===== src/rtl/params_noc.sv =====
// Shared NoC types: flit type encoding, flit bundle, and the widths
// the router and network interfaces agree on.
package params_noc;

    localparam int FLIT_DATA_SIZE = 32;
    localparam int BUFFER_DEPTH   = 4;

    typedef enum logic [1:0] {
        HEAD     = 2'd0,
        BODY     = 2'd1,
        TAIL     = 2'd2,
        HEADTAIL = 2'd3
    } flit_type_t;

    typedef struct packed {
        flit_type_t                flit_type;
        logic [FLIT_DATA_SIZE-1:0] payload;
    } flit_t;

endpackage


===== src/rtl/ni_credit_counter.sv =====
// Credit counter against the router LOCAL input buffer; saturates at
// BUFFER_DEPTH and flags a sticky error on an unexpected extra credit.
module ni_credit_counter #(
    parameter int BUFFER_DEPTH = 4,
    parameter int CW           = $clog2(BUFFER_DEPTH + 1)
) (
    input  logic          clk,
    input  logic          rst,
    input  logic          dec,
    input  logic          inc,
    output logic [CW-1:0] credits_avail,
    output logic          credit_err
);

    localparam logic [CW-1:0] L_FULL = CW'(BUFFER_DEPTH);

    logic [CW-1:0] r_credits;
    logic          r_err;

    always_ff @(posedge clk) begin
        if (rst) begin
            r_credits <= L_FULL;
            r_err     <= 1'b0;
        end else begin
            if (dec && !inc) begin
                r_credits <= r_credits - 1'b1;
            end else if (inc && !dec) begin
                // A credit with a full counter means the router and we disagree.
                if (r_credits == L_FULL) begin
                    r_err <= 1'b1;
                end else begin
                    r_credits <= r_credits + 1'b1;
                end
            end
        end
    end

    assign credits_avail = r_credits;
    assign credit_err    = r_err;

endmodule


===== src/rtl/ni_packetizer.sv =====
// Injection NI: packet request + payload words -> head/body/tail flits.
// Define SRC_STAMP_EN to stamp SRC_X/SRC_Y into the head flit.
module ni_packetizer
    import params_noc::flit_t, params_noc::flit_type_t,
           params_noc::HEAD, params_noc::BODY,
           params_noc::TAIL, params_noc::HEADTAIL;
#(
    parameter int SRC_X          = 0,
    parameter int SRC_Y          = 0,
    parameter int X_ADDR_SIZE    = 4,
    parameter int Y_ADDR_SIZE    = 4,
    parameter int FLIT_DATA_SIZE = params_noc::FLIT_DATA_SIZE,
    parameter int MAX_BODY_FLITS = 8,
    parameter int BUFFER_DEPTH   = params_noc::BUFFER_DEPTH,
    parameter int LW             = $clog2(MAX_BODY_FLITS + 1)
) (
    input  logic                      clk,
    input  logic                      rst,
    input  logic                      pkt_valid,
    output logic                      pkt_ready,
    input  logic [X_ADDR_SIZE-1:0]    pkt_x_dest,
    input  logic [Y_ADDR_SIZE-1:0]    pkt_y_dest,
    input  logic [LW-1:0]             pkt_len,
    input  logic                      data_valid,
    output logic                      data_ready,
    input  logic [FLIT_DATA_SIZE-1:0] data_in,
    output logic                      flit_valid,
    output flit_t                     flit_out,
    input  logic                      credit_in,
    output logic                      credit_err
);

    localparam int CW = $clog2(BUFFER_DEPTH + 1);
    localparam int XA = X_ADDR_SIZE;
    localparam int YA = Y_ADDR_SIZE;
    localparam logic [LW-1:0] L_MAX = LW'(MAX_BODY_FLITS);

    typedef enum logic {
        S_IDLE,
        S_BODY
    } state_t;

    state_t                    r_state;
    logic [LW-1:0]             r_remaining;

    logic [CW-1:0]             w_credits;
    logic                      w_has_credit;
    logic                      w_pkt_fire;
    logic                      w_data_fire;
    logic                      w_issue;
    logic [LW-1:0]             w_len_clamp;
    logic [FLIT_DATA_SIZE-1:0] w_head_payload;

    ni_credit_counter #(
        .BUFFER_DEPTH (BUFFER_DEPTH),
        .CW           (CW)
    ) u_credit (
        .clk           (clk),
        .rst           (rst),
        .dec           (w_issue),
        .inc           (credit_in),
        .credits_avail (w_credits),
        .credit_err    (credit_err)
    );

    // Readiness uses the registered count only; a same-cycle credit waits.
    assign w_has_credit = (w_credits != '0);

    always_comb begin
        pkt_ready  = 1'b0;
        data_ready = 1'b0;
        if (!rst) begin
            pkt_ready  = (r_state == S_IDLE) && w_has_credit;
            data_ready = (r_state == S_BODY) && w_has_credit;
        end
    end

    assign w_pkt_fire  = pkt_valid && pkt_ready;
    assign w_data_fire = data_valid && data_ready;
    assign w_issue     = w_pkt_fire || w_data_fire;

    assign w_len_clamp = (pkt_len > L_MAX) ? L_MAX : pkt_len;

    always_comb begin
        w_head_payload = '0;
        w_head_payload[XA-1:0]    = pkt_x_dest;
        w_head_payload[XA+YA-1:XA] = pkt_y_dest;
`ifdef SRC_STAMP_EN
        w_head_payload[2*XA+YA-1:XA+YA]     = XA'(SRC_X);
        w_head_payload[2*XA+2*YA-1:2*XA+YA] = YA'(SRC_Y);
`endif
    end

    always_ff @(posedge clk) begin
        if (rst) begin
            r_state     <= S_IDLE;
            r_remaining <= '0;
            flit_valid  <= 1'b0;
            flit_out    <= '0;
        end else begin
            flit_valid <= w_issue;
            unique case (r_state)
                S_IDLE: begin
                    if (w_pkt_fire) begin
                        flit_out.payload <= w_head_payload;
                        r_remaining      <= w_len_clamp;
                        if (w_len_clamp == '0) begin
                            flit_out.flit_type <= HEADTAIL;
                        end else begin
                            flit_out.flit_type <= HEAD;
                            r_state            <= S_BODY;
                        end
                    end
                end
                S_BODY: begin
                    if (w_data_fire) begin
                        flit_out.payload <= data_in;
                        r_remaining      <= r_remaining - 1'b1;
                        if (r_remaining == LW'(1)) begin
                            flit_out.flit_type <= TAIL;
                            r_state            <= S_IDLE;
                        end else begin
                            flit_out.flit_type <= BODY;
                        end
                    end
                end
            endcase
        end
    end

endmodule


===== config.mk =====
export PLATFORM = sky130hd
export DESIGN_NAME = ni_packetizer
export DESIGN_NICKNAME = d
export VERILOG_FILES = /design/src/rtl/params_noc.sv /design/src/rtl/ni_credit_counter.sv /design/src/rtl/ni_packetizer.sv
export SDC_FILE = /design/constraint.sdc
export NUM_CORES = 1
export LEC_CHECK = 0
export ABC_CLOCK_PERIOD_IN_PS = 1900
export BUFFER_PORTS_ARGS = -buffer_cell sky130_fd_sc_hd__buf_2
export CAP_MARGIN = 10
export CELL_PAD_IN_SITES_DETAIL_PLACEMENT = 0
export CELL_PAD_IN_SITES_GLOBAL_PLACEMENT = 2
export CORE_ASPECT_RATIO = 1.75
export CORE_MARGIN = 2
export CORE_UTILIZATION = 25
export DETAILED_ROUTE_END_ITERATION = 6
export GPL_TIMING_DRIVEN = 0
export PLACE_DENSITY_LB_ADDON = 0.1
export RECOVER_POWER = 100
export SLEW_MARGIN = 25
export SYNTH_ARGS = -nofsm -noshare
export SYNTH_HDL_FRONTEND = slang
export SYNTH_SLANG_ARGS = --single-unit
export TNS_END_PERCENT = 5

===== constraint.sdc =====
create_clock -name clk -period 1.9 [get_ports clk]
set_clock_uncertainty 0.05 [all_clocks]
set_input_delay 0.285 -clock clk [delete_from_list [all_inputs] [get_ports clk]]
set_output_delay 0.285 -clock clk [all_outputs]
set_load 0.1 [all_outputs]

==> results.py <==
metrics = {
    "floorplan": {
        "dieArea_um2": 8990,
        "row_count": 43,
        "ioPinCount": 87,
        "initial_core_util_pct": 25.8,
        "die_w_um": 72.5,
        "die_y_um": 124,
        "core_area_um2": 7960,
    },
    "clock_tree": {
        "insertion_delay_ns": 0.28,
        "path_clk_slew_ns": 0.06,
        "clock_path_buffers": 2,
        "cts_root_buf": "clkbuf_16",
        "cts_tree": "yes",
        "cts.sinks": 44,
        "cts_made_buffers": 5,
        "htreeDepth": 2,
        "hold_buffers": 0,
    },
    "timing": {
        "fin_ws_ns": -0.131,
        "setup_viol": 4,
        "post-route-period-util_pct": 107,
        "rsz0062_at_grt": "yes",
        "timing.slew.headroom_pct": 51.1,
        "slew_viol_final": 0,
        "setup_tns_ns": -0.388,
        "worst_pin_slew_ns": 0.724,
        "finalCriticalPeriod_ns": 2.03,
        "max_freq_ghz": 0.492,
        "finalHoldViolations": 0,
    },
    "finish": {
        "drive_gt1_share_pct": 40.3,
        "diodes": 0,
        "fillCellCount": 851,
        "seqCellArea_um2": 886,
        "stdcell_count": 400,
        "nNetsFinal": 365,
        "area_growth_pct": 39.9,
        "multi_input_area_um2": 1070,
    },
    "pwr": {
        "combPwrFrac_pct": 27.5,
        "sw_frac_of_total_pct": 34.3,
        "internal_power_mw": 1.78,
        "pwr-share-seq_pct": 37.6,
        "leakage_nw": 1.24,
        "ir_worst_vdd_mv": 0.473,
        "p_clk_share_pct": 34.9,
        "p_per_area_nw_per_um2": 940,
        "switchingPower_uw": 929,
    },
    "flow_run": {
        "drv_cap": 0,
    },
    "logic_synthesis": {
        "synth-seq-area-share_pct": 42.8,
        "syn_area_um2": 2060,
        "synth-seq-cells": 44,
        "ys_top_cells_by_area": "dfxtp_1, o31ai_1, o211ai_1",
        "synth_area_leader_cell": "dfxtp_1",
        "async_flop_share_pct": 0,
        "synthFlopType": "dfxtp_1",
        "ys_warn_count": 0,
        "synth-edff-count": 0,
        "syn_inst": 212,
        "ys_types": 44,
        "netlist.area_leader.share_pct": 42.8,
        "syn-num-nets": 266,
        "synth.avg_cell_area_um2": 9.70,
    },
    "placement": {
        "dp_cells": 388,
        "portBuffers": 86,
        "place.gp.congestion": 0.809,
        "place_hpwl_um": 4940,
    },
    "critical_path": {
        "path_class": "flop to flop",
        "r2r_setup_slack_ns": -0.13,
        "worst_path_largest_cell_delay_ns": 0.34,
        "start_kind": "flop",
        "path_cells": "mux2i_4 > nor3_4 > ha_2 > inv_1 > fa_2 > xor2_1 > o31ai_1 > o311ai_1",
        "endpoint_kind": "flop",
        "regToRegStartpoint": "r_state",
        "worstPathMaxFanout": 3,
        "reg2regPathDepth": 8,
        "arrival_ns": 2.12,
        "rr_endpoint": "u_credit.credits_avail[2]",
        "critPathRequiredTime_ns": 1.99,
        "slowest_stage": "dfxtp_2",
    },
    "drt": {
        "remaining_drc_errors": 0,
        "dr.pass1.iters": 4,
        "drt_wl_total_um": 6550,
        "antenna_left": 0,
        "vias": 2014,
        "via_per_inst": 5.04,
        "drtIter0Drc": 92,
        "detail_route.wl_per_cell_um": 16.4,
    },
    "hold_path": {
        "holdPathEnd": "flit_out[28]",
        "hp-class": "input pin to flop",
        "holdPathStages": 2,
        "hold_start": "data_in[28]",
    },
    "global_route": {
        "grt_pass1_wl_um": 10100,
        "antenna_found_initial": 0,
        "grt_util_all_layers_pct": 14.7,
        "overflow": 0,
        "grt_max_degree": 20,
        "grt_pass1_vias": 1944,
    },
    "run_status": {
        "violations": "setup timing",
        "status": "finished, violations left",
    },
}
registers in the layout, summed over array words and instances, names as in the netlist:
| signal | cells |
|---|---|
| flit_out | 34 |
| r_remaining | 4 |
| u_credit.credits_avail | 3 |
| flit_valid | 1 |
| r_state | 1 |
| u_credit.credit_err | 1 |
cell families (layout without fill, tap and decap cells):
family,count (synthesis),in the layout,share of synthesized area [%]
and+or+nand+nor,47,47,12.5
buffers and inverters,29,127,7.00
DFF,44,44,42.8
AOI/OAI and AO/OA,75,75,28.0
muxes,11,11,5.84
xor gates and xnor gates,1,1,0.426
adders and majority gates,5,5,3.41
Yosys cell counts (2+ instances only):
library cell	instances
nor2_1	3
ha_1	4
nor3_1	4
buf_2	7
a21oi_1	4
clkbuf_1	5
nor2b_1	2
nand3_1	2
dfxtp_1	44
o211ai_1	25
o31ai_1	26
a31oi_1	2
nor3_2	2
mux2i_1	8
or3_1	4
nor3b_1	3
a22o_1	10
nand2_1	18
buf_4	5
inv_1	9
buf_1	2
metal layers:
layer | track usage [%] | vias up | wire length, µm
met5 | 0 | - | 0
met1 | 16.9 | 949 | 2720
met3 | 3.16 | 6 | 342
met4 | 5.21 | 0 | 99
met2 | 26.4 | 60 | 3390
li1 | - | 999 | -
area by class of cell:
type | count | area share (%)
timing repair buffer | 93 | 17.5
tap | 90 | 3.91
buffer | 19 | 3.87
clock inverter | 1 | 1.04
multi-input combinational | 139 | 37.3
clock buffer | 5 | 4.35
sequential | 44 | 30.8
inverter | 9 | 1.17
power groups by stage:
stage                     combinational [mW]  clock (mW)  sequential [mW]
after floorplan                        0.236           0             1.34
after global placement                 0.722           0             1.03
after detailed placement               0.721           0             1.04
after CTS                              0.752       0.986             1.02
after global routing                   0.788        1.02             1.02
final                                  0.743       0.944             1.02
worst max-delay path: cells and delay by family (launching register included):
| family | cells | cell delay [ns] |
|---|---|---|
| buf+inv | 1 | 0.06 |
| xor+xnor | 1 | 0.16 |
| fa+ha+maj | 2 | 0.56 |
| flops | 1 | 0.34 |
| compound gates | 2 | 0.36 |
| simple gates | 1 | 0.16 |
| mux | 1 | 0.20 |
what timing repair did:
action	CTS	global route
endpoints found under the setup margin	6	6
buffers inserted	5	2
pin swaps	3	3
gates resized for setup	15	0
metrics by stage:
stage | cell area, µm² | hold WS [ns] | setup slack (ns) | utilization [%] | total power, mW
final | 2880 | 0.171 | -0.131 | 36.1 | 2.70
after global routing | 2880 | 0.167 | -0.295 | 36.1 | 2.84
after CTS | 2860 | 0.165 | -0.168 | 36.0 | 2.75
after detailed placement | 2610 | 0.402 | -0.412 | 32.7 | 1.76
after global placement | 2610 | 0.402 | -0.416 | 32.7 | 1.76
after floorplan | 2060 | 0.368 | -0.0887 | - | 1.57
how the worst max path moves through the flow:
stage / startpoint / to / slack (ns) / cells past startpoint
3_5_place_dp: data_valid / u_credit.credits_avail[1] / -0.41 / 8
4_1_cts: r_state / u_credit.credits_avail[1] / -0.17 / 7
2_1_floorplan: r_state / u_credit.credits_avail[2] / -0.09 / 8
3_3_place_gp: data_valid / u_credit.credits_avail[1] / -0.42 / 7
6_report: r_state / u_credit.credits_avail[2] / -0.13 / 8
5_1_grt: r_state / u_credit.credits_avail[2] / -0.29 / 8
cell usage in the layout, fill, tap and decap left out, drive strengths merged, types with 3 or more instances in the layout:
cell type	count
buf	67
clkbuf	50
dfxtp	44
o31ai	26
o211ai	25
nand2	19
a22o	10
inv	9
mux2i	9
nor3	6
a21oi	5
or3	4
ha	4
nor3b	3
nor2	3
No activity file was read; power rests on OpenSTA's default activity.
